### src/rtl/scalar_product_stream_loader_pkg.sv
// Shared types and default sizing for the scalar-product loader and its engine benches.
package scalar_product_stream_loader_pkg;

    localparam int unsigned NBITS_DEF   = 4;
    localparam int unsigned NDATA_DEF   = 4;
    localparam int unsigned TIMEOUT_DEF = 64;

    typedef enum logic [1:0] {
        FILL,
        ISSUE,
        WAIT,
        RESULT
    } state_t;

endpackage

### src/rtl/scalar_product_stream_loader.sv
// Streams element pairs into packed A/B vectors, kicks an external dot-product engine,
// and holds its result (or a timeout error) until the consumer takes it.
module scalar_product_stream_loader
    import scalar_product_stream_loader_pkg::*;
#(
    parameter int unsigned Nbits   = NBITS_DEF,
    parameter int unsigned Ndata   = NDATA_DEF,
    parameter int unsigned TIMEOUT = TIMEOUT_DEF
) (
    input  logic                   clk,
    input  logic                   reset,
    input  logic                   in_valid,
    output logic                   in_ready,
    input  logic [Nbits-1:0]       in_a,
    input  logic [Nbits-1:0]       in_b,
    output logic [Ndata*Nbits-1:0] A,
    output logic [Ndata*Nbits-1:0] B,
    output logic                   eng_start,
    input  logic                   eng_done,
    input  logic [2*Nbits-1:0]     eng_out,
    output logic                   res_valid,
    input  logic                   res_ready,
    output logic [2*Nbits-1:0]     res_data,
    output logic                   res_err
);

    localparam int unsigned CW = $clog2(Ndata) + 1;
    localparam int unsigned TW = $clog2(TIMEOUT) + 1;

    state_t        state;
    state_t        state_nxt;
    logic [CW-1:0] elem_cnt;
    logic [TW-1:0] wait_cnt;
    logic          xfer_c;
    logic          last_xfer_c;
    logic          timeout_c;

    assign xfer_c      = (state == FILL) && in_valid;
    assign last_xfer_c = xfer_c && (elem_cnt == CW'(Ndata - 1));
    assign timeout_c   = (wait_cnt == TW'(TIMEOUT - 1));

    // State register
    always_ff @(posedge clk or negedge reset) begin
        if (!reset) begin
            state <= FILL;
        end else begin
            state <= state_nxt;
        end
    end

    // Next-state logic
    always_comb begin
        state_nxt = state;
        unique case (state)
            FILL:    if (last_xfer_c) state_nxt = ISSUE;
            ISSUE:   state_nxt = WAIT;
            WAIT:    if (eng_done || timeout_c) state_nxt = RESULT;
            RESULT:  if (res_ready) state_nxt = FILL;
            default: state_nxt = FILL;
        endcase
    end

    // Handshake outputs registered from the next state so they track the state exactly
    always_ff @(posedge clk or negedge reset) begin
        if (!reset) begin
            in_ready  <= 1'b1;
            eng_start <= 1'b0;
            res_valid <= 1'b0;
        end else begin
            in_ready  <= (state_nxt == FILL);
            eng_start <= (state_nxt == ISSUE);
            res_valid <= (state_nxt == RESULT);
        end
    end

    // Lane fill: the k-th accepted pair lands in lane k
    always_ff @(posedge clk or negedge reset) begin
        if (!reset) begin
            A        <= '0;
            B        <= '0;
            elem_cnt <= '0;
        end else if (xfer_c) begin
            for (int k = 0; k < int'(Ndata); k++) begin
                if (elem_cnt == CW'(k)) begin
                    A[k*Nbits +: Nbits] <= in_a;
                    B[k*Nbits +: Nbits] <= in_b;
                end
            end
            if (last_xfer_c) begin
                elem_cnt <= '0;
            end else begin
                elem_cnt <= elem_cnt + CW'(1);
            end
        end
    end

    // Wait-cycle counter and result capture; a done on the final wait cycle beats the timeout
    always_ff @(posedge clk or negedge reset) begin
        if (!reset) begin
            wait_cnt <= '0;
            res_data <= '0;
            res_err  <= 1'b0;
        end else if (state == WAIT) begin
            wait_cnt <= wait_cnt + TW'(1);
            if (eng_done) begin
                res_data <= eng_out;
                res_err  <= 1'b0;
            end else if (timeout_c) begin
                res_data <= '0;
                res_err  <= 1'b1;
            end
        end else begin
            wait_cnt <= '0;
        end
    end

endmodule

### config.mk
export PLATFORM = sky130hd
export DESIGN_NAME = scalar_product_stream_loader
export DESIGN_NICKNAME = d
export VERILOG_FILES = /design/src/rtl/scalar_product_stream_loader_pkg.sv /design/src/rtl/scalar_product_stream_loader.sv
export SDC_FILE = /design/constraint.sdc
export NUM_CORES = 1
export LEC_CHECK = 0
export ABC_CLOCK_PERIOD_IN_PS = 3900
export BUFFER_PORTS_ARGS = -buffer_cell sky130_fd_sc_hd__buf_2
export CAP_MARGIN = 10
export CORE_MARGIN = 2
export CORE_UTILIZATION = 37
export CTS_BUF_LIST = sky130_fd_sc_hd__clkbuf_8
export DETAILED_ROUTE_END_ITERATION = 10
export PLACE_DENSITY = 0.64
export SYNTH_ARGS = -nofsm -noshare
export SYNTH_HDL_FRONTEND = slang
export SYNTH_SLANG_ARGS = --single-unit
### constraint.sdc
create_clock -name clk -period 3.9 [get_ports clk]
set_input_delay 0.195 -clock clk [delete_from_list [all_inputs] [get_ports clk]]
set_output_delay 0.195 -clock clk [all_outputs]
set_load 0.03 [all_outputs]
==> results of run 1 <==
[kinds of logic after synthesis]
family / synth area share, %
AO/OA/AOI/OAI: 7.76
XOR/XNOR: 1.15
adder cells (fa/ha/maj): 2.73
buffers and inverters: 2.95
flip-flops: 61.3
multiplexers: 16.2
AND/OR/NAND/NOR: 7.93
[worst max-delay path, delay by kind of cell, from the launching register on]
kind,cells,cell delay [ns]
mux,1,0.33
buf+inv,1,0.27
simple gates,1,0.67
flops,1,0.52
[layer usage]
layer  GRT usage (%)  part of all wire (%)  vias to the layer above
met5               0                     0                        -
met1            17.6                    46                      707
met2            21.2                    44                       49
met3            4.78                   8.6                        8
met4            5.41                   1.6                        0
li1                -                     -                      720
[final timing paths]
check | end | slack [ns] | depth (start not counted)
setup / recovery | B[12] | 1.99 | 3
hold / removal | res_data[6] | 0.007 | 2
setup reg to reg | B[12] | 1.99 | 3
hold reg to reg | wait_cnt[0] | 0.48 | 1
max in group asynchronous | elem_cnt[1] | 3.44 | 2
min in group clk | res_err | 0.10 | 2
[area by class of cell]
class	count	area, um2
sequential	56	1400
fill	582	3170
inverter	11	41.3
multi-input combinational	97	818
clock inverter	3	22.5
clock buffer	5	68.8
timing repair buffer	66	335
tap	75	93.8
[synthesized netlist by cell type (all sizes together), types with 2 or more instances]
cell type / number
inv: 11
nor4: 2
o21ai: 10
nand3: 3
and3b: 2
nand2: 9
nor2: 7
ha: 5
a22oi: 8
dfrtp: 55
xor2: 2
mux2: 32
nand2b: 2
buf: 4
[registers in the layout, summed over array words and instances (netlist names)]
register / count
A: 16
B: 16
res_data: 8
wait_cnt: 7
elem_cnt: 3
state: 2
eng_start: 1
in_ready: 1
res_err: 1
res_valid: 1
[power by group through the flow]
| stage | clock network (W) | registers (W) | logic, W |
|---|---|---|---|
| finish | 0.000319 | 0.000984 | 0.00111 |
| global route | 0.000350 | 0.00102 | 0.00119 |
| CTS | 0.000333 | 0.000988 | 0.00112 |
| detailed placement | 0 | 0.000997 | 0.00112 |
| global placement | 0 | 0.000986 | 0.00111 |
| floorplan | 0 | 0.00140 | 0.000388 |
[through the flow]
step | instance area, um2 | hold WS [ns] | setup slack [ns]
floorplan | 2290 | -0.101 | 2.36
finish | 2780 | 0.00716 | 1.99
global route | 2780 | 0.0716 | 1.88
CTS | 2780 | 0.0287 | 1.96
detailed placement | 2690 | 0.368 | 1.97
global placement | 2690 | 0.375 | 2.04
==> run summary, run 1 <==
Crit. End Element: flop
Crit path max fanout: 11
Cells after Synth: 169
Setup violators final: 0
Final worst path period need: 1.91 ns
Clk root buf: clkbuf_8
Synth Warn #: 0
Clk pwr share: 13.2%
Flop pwr share: 40.9%
Setup TNS: 0 ns
Routed vias/inst: 4.74
Initial antenna violation count: 0
Final GP Congestion: 0.721
CTS H-tree lvls: 2
Initial Util: 38.4%
CP Data Required Time: 4.10 ns
Clock Tree Buf Depth: 2
Cell row count: 28
Clk Latency, worst-skew pair: 0.31 ns
Clock slew at reported path FFs: 0.10 ns
GRT Total Usage: 13.7%
Cell-internal power: 0.00135 W
Initial DRC Count: 55
Final core utilization: 46.7%
Number of distinct library cells after synthesis: 35
Worst VDD drop: 0.418 mV
MaxCap Viol Count: 0
Net switching power: 0.00106 W
Number of global-route vias before repair: 1,449
Wire per inst: 13.9 um
Core region area: 0.00596 mm2
CP arrival: 2.11 ns
Synthesized area per cell: 13.5 um2
Routed vias: 1,484
RSZ-0062 raised after global routing: false
Reg2reg start: state[0]
Die width: 82.6 um
Commonest non-fill, non-tap cell in the layout: buf_2
Port Buffer Count: 64
Sequential share of the synthesized area: 61.3%
Final Max Slew Viols: 0
DR pass1 iterations: 4
Synthesized net count: 195
Remaining antenna violation count: 0
Die ar.: 0.00683 mm2
Top-area cell type share of the netlist area: 60.1%
Clock Sinks: 56
Total gr overflow: 0
Crit path cell chain: nor4_2 > buf_4 > mux2_2
Pwr dens: 866 mW/mm2
Yosys reg bits: 56
Final hold violation count: 0
Die Span Y: 82.6 um
Diodes inserted: 0
Combinational share of power: 45.9%
Net Sw Frac: 44.1%
Drt drc: 0
Most used DFF post-synth: dfrtp_1
Cts bufs inserted: 5
Kind of critical path: reg -> reg
Post-route insts no fill: 313
EDFF count, synth: 0
Async set-reset flop share out of synthesis: 100%
Cts-stage hold buffer count: 0
Pleak: 1.39 nW
Layout cells sized above 1: 47.1%
Rel. slew slack: 53.4%
Clk_skew: 0.00783 ns
Hold crit path type: in -> async
Yosys top cell by area: dfrtp_1
CTS tree: built
HPWL Detailed: 3.07 mm
IO Pins: 65
CP max stage delay: 0.67 ns
Worst Setup Start Kind: flop
Post-CTS Setup Inserts: 0
Overall power: 0.00241 W
Crit path from: state[0]
Area Overhead vs Synth: 21.6%
Post-CTS Resized: 0
Top post-synthesis cells by area: dfrtp_1 (60%), mux2_2 (15%), ha_1 (2.7%)
Mapped Area: 0.00229 mm2
Slowest cell on the critical path: nor4_2
Fmax achieved: 524 MHz
Global-route wire length before repair: 6.91 mm
Commonest cells after routing, fill and taps aside: buf_2 (64), dfrtp_1 (55), mux2_2 (31)
Placed insts: 305
Final wirelength: 4.35 mm
Status: finished clean
Worst-Margin Slew: 0.694 ns
Crit share post-route: 48.9%
Largest net degree at the start of global routing: 57
Nets: 263
Note: power is estimated with default switching activity, not from simulation.
==> run 2: changes to the inputs <==
--- a/config.mk
+++ b/config.mk
@@ -5,14 +5,14 @@
 export SDC_FILE = /design/constraint.sdc
 export NUM_CORES = 1
 export LEC_CHECK = 0
-export ABC_CLOCK_PERIOD_IN_PS = 3900
+export ABC_CLOCK_PERIOD_IN_PS = 1600
 export BUFFER_PORTS_ARGS = -buffer_cell sky130_fd_sc_hd__buf_2
 export CAP_MARGIN = 10
 export CORE_MARGIN = 2
 export CORE_UTILIZATION = 37
 export CTS_BUF_LIST = sky130_fd_sc_hd__clkbuf_8
 export DETAILED_ROUTE_END_ITERATION = 10
-export PLACE_DENSITY = 0.64
+export PLACE_DENSITY = 0.66
 export SYNTH_ARGS = -nofsm -noshare
 export SYNTH_HDL_FRONTEND = slang
 export SYNTH_SLANG_ARGS = --single-unit
==> constraint.sdc (replaced) <==
create_clock -name clk -period 1.6 [get_ports clk]
set_input_delay 0.08 -clock clk [delete_from_list [all_inputs] [get_ports clk]]
set_output_delay 0.08 -clock clk [all_outputs]
set_load 0.03 [all_outputs]
==> run 2 against run 1 <==
  * Register-to-register slack worse by 1.9 ns
  * Flip-flop and latch count stayed put
  * Non-clock buffer count is 11 higher
  * Count of clock-buffer cells in the layout stayed put
  * Final area is 4.9% higher
  * Clock power grew to 2.9 times the previous value
  * Worst hold slack better by 0.0029 ns
  * Largest cell class unchanged
  * First-iteration DRC count is 36% lower
  * Wire length is 5.4% higher
==> run summary, run 2 (synthesized netlist as in run 1, its figures left out) <==
Status: finished clean
MaxCap Viol Count: 0 (unchanged)
Filler cells: 566 (-2.7%)
Die ar.: 0.00683 mm2 (unchanged)
Largest net degree at the start of global routing: 40 (-30%)
Pwr dens: 2110 mW/mm2 (+140%)
CTS H-tree lvls: 2 (unchanged)
Cell row count: 28 (unchanged)
R2R depth: 3 (unchanged)
GRT Total Usage: 14.3% (+0.63 points)
Hold depth: 3
Clock slew at reported path FFs: 0.10 ns (about the same)
Reg2reg start: elem_cnt[2]
Total gr overflow: 0 (unchanged)
Final hold violation count: 0 (unchanged)
Core region area: 0.00596 mm2 (unchanged)
Reg area: 0.00140 mm2 (unchanged)
Clk Latency, worst-skew pair: 0.30 ns (about the same)
Worst-Margin Slew: 0.436 ns (-0.257 ns)
Worst Setup Start Kind: flop
HPWL Detailed: 3.27 mm (+6.6%)
Cts bufs inserted: 5 (unchanged)
Kind of critical path: reg -> reg
Routed vias: 1,565 (+5.5%)
CP Data Required Time: 1.79 ns (-2.31 ns)
Final worst path period need: 1.52 ns (-0.387 ns)
Area Overhead vs Synth: 27.6%
Crit. End Element: flop
R2R Path End: B[9]
Die Span Y: 82.6 um (unchanged)
Crit share post-route: 95.1% (+46 points)
IO Pins: 65 (unchanged)
Diodes inserted: 0 (unchanged)
Clk root buf: clkbuf_8
Drt drc: 0 (unchanged)
Remaining antenna violation count: 0 (unchanged)
CP arrival: 1.71 ns (-0.40 ns)
Rel. slew slack: 70.9% (+18 points)
Crit path cell chain: nor4b_4 > nand2_2 > mux2_1
Pleak: 1.46 nW (+5.1%)
Setup violators final: 0 (unchanged)
Final core utilization: 49.0% (+2.3 points)
Global-route wire length before repair: 7.38 mm (+6.7%)
RSZ-0062 raised after global routing: false
Clock Sinks: 56 (unchanged)
Initial DRC Count: 35 (-36%)
Nets: 274 (+4.2%)
Worst VDD drop: 1.07 mV (+160%)
Final Max Slew Viols: 0 (unchanged)
Clk_skew: 0.00374 ns (-0.00409 ns)
Final wirelength: 4.59 mm (+5.4%)
Initial Util: 38.4% (unchanged)
Wire per inst: 14.2 um (+1.9%)
CTS tree: built
Initial antenna violation count: 0 (unchanged)
Multi-input gate area: 836 um2 (+2.1%)
Slowest cell on the critical path: dfrtp_1
Layout cells sized above 1: 48.2% (+1.1 points)
Crit path max fanout: 8 (-3)
Clock Tree Buf Depth: 2 (unchanged)
Routed vias/inst: 4.83 (+1.9%)
Hold crit path type: in -> reg
Commonest cells after routing, fill and taps aside: buf_2 (64), dfrtp_1 (55), mux2_2 (31)
Number of global-route vias before repair: 1,528 (+5.5%)
Min-Delay Endpoint: res_data[2]
Setup TNS: 0 ns (unchanged)
Fmax achieved: 657 MHz (+25%)
Port Buffer Count: 64 (unchanged)
Reg2Reg Setup Slack: 0.08 ns (-1.91 ns)
Hold_sp: eng_out[2]
Final GP Congestion: 0.701 (-2.8%)
DR pass1 iterations: 4 (unchanged)
Largest regs: A (16), B (16), res_data (8)
CP max stage delay: 0.45 ns (-0.22 ns)
Die width: 82.6 um (unchanged)
Commonest non-fill, non-tap cell in the layout: buf_2
[run 2: layer usage]
| layer | global-route usage [%] | vias to the layer above | wire length, um | part of all wire, % |
|---|---|---|---|---|
| met5 | 0 | - | 0 | 0 |
| met4 | 2.95 | 0 | 38 | 0.83 |
| met3 | 4.78 | 5 | 338 | 7.4 |
| met2 | 22.6 | 51 | 2070 | 45 |
| met1 | 19.3 | 763 | 2140 | 47 |
| li1 | - | 746 | - | - |
[run 2: stage by stage]
stage / cells / area (um2) / power [W] / hold WS, ns / worst slack [ns]
after detailed placement: 312 / 2760 / 0.00526 / 0.0523 / 0.0801
after CTS: 322 / 2890 / 0.00620 / 0.00397 / 0.0627
after floorplan: 169 / 2290 / 0.00436 / -0.216 / 0.0620
final: 324 / 2920 / 0.00616 / 0.0101 / 0.0787
after global routing: 324 / 2920 / 0.00658 / 0.0205 / 0.0111
after global placement: 312 / 2760 / 0.00520 / 0.0518 / 0.144
[run 2: critical path: cells and delay by family, from the launching register on]
kind          cells  cell delay, ns
simple gates      2            0.61
flops             1            0.45
mux               1            0.35
[run 2: worst max path at each step]
stage,start,endpoint,slack [ns],depth (start not counted)
floorplan,elem_cnt[0],A[12],0.06,5
global placement,elem_cnt[2],B[7],0.14,3
detailed placement,elem_cnt[0],A[14],0.08,5
CTS,elem_cnt[0],A[14],0.06,5
global route,elem_cnt[2],B[9],0.01,3
finish,elem_cnt[2],B[9],0.08,3
[run 2: report_power, final]
part           internal (W)  total (W)  switching [W]
Sequential          0.00202    0.00236       0.000341
Combinational       0.00105    0.00288        0.00183
Clock              0.000467   0.000917       0.000450
[run 2: final cells by class]
cell class | instances | area share (%)
repair buffers | 77 | 14.9
flip-flops and latches | 56 | 48.0
multi-input cells | 97 | 28.6
clock buffers | 5 | 2.36
inverters | 11 | 1.41
well taps | 75 | 3.21
clock inverters | 3 | 1.46
[run 2: what timing repair did]
action	CTS	global route
gates resized for setup	0	2
hold buffers	2	0
setup buffers	0	2
setup endpoints to repair	0	9
endpoints found under the hold margin	17	0
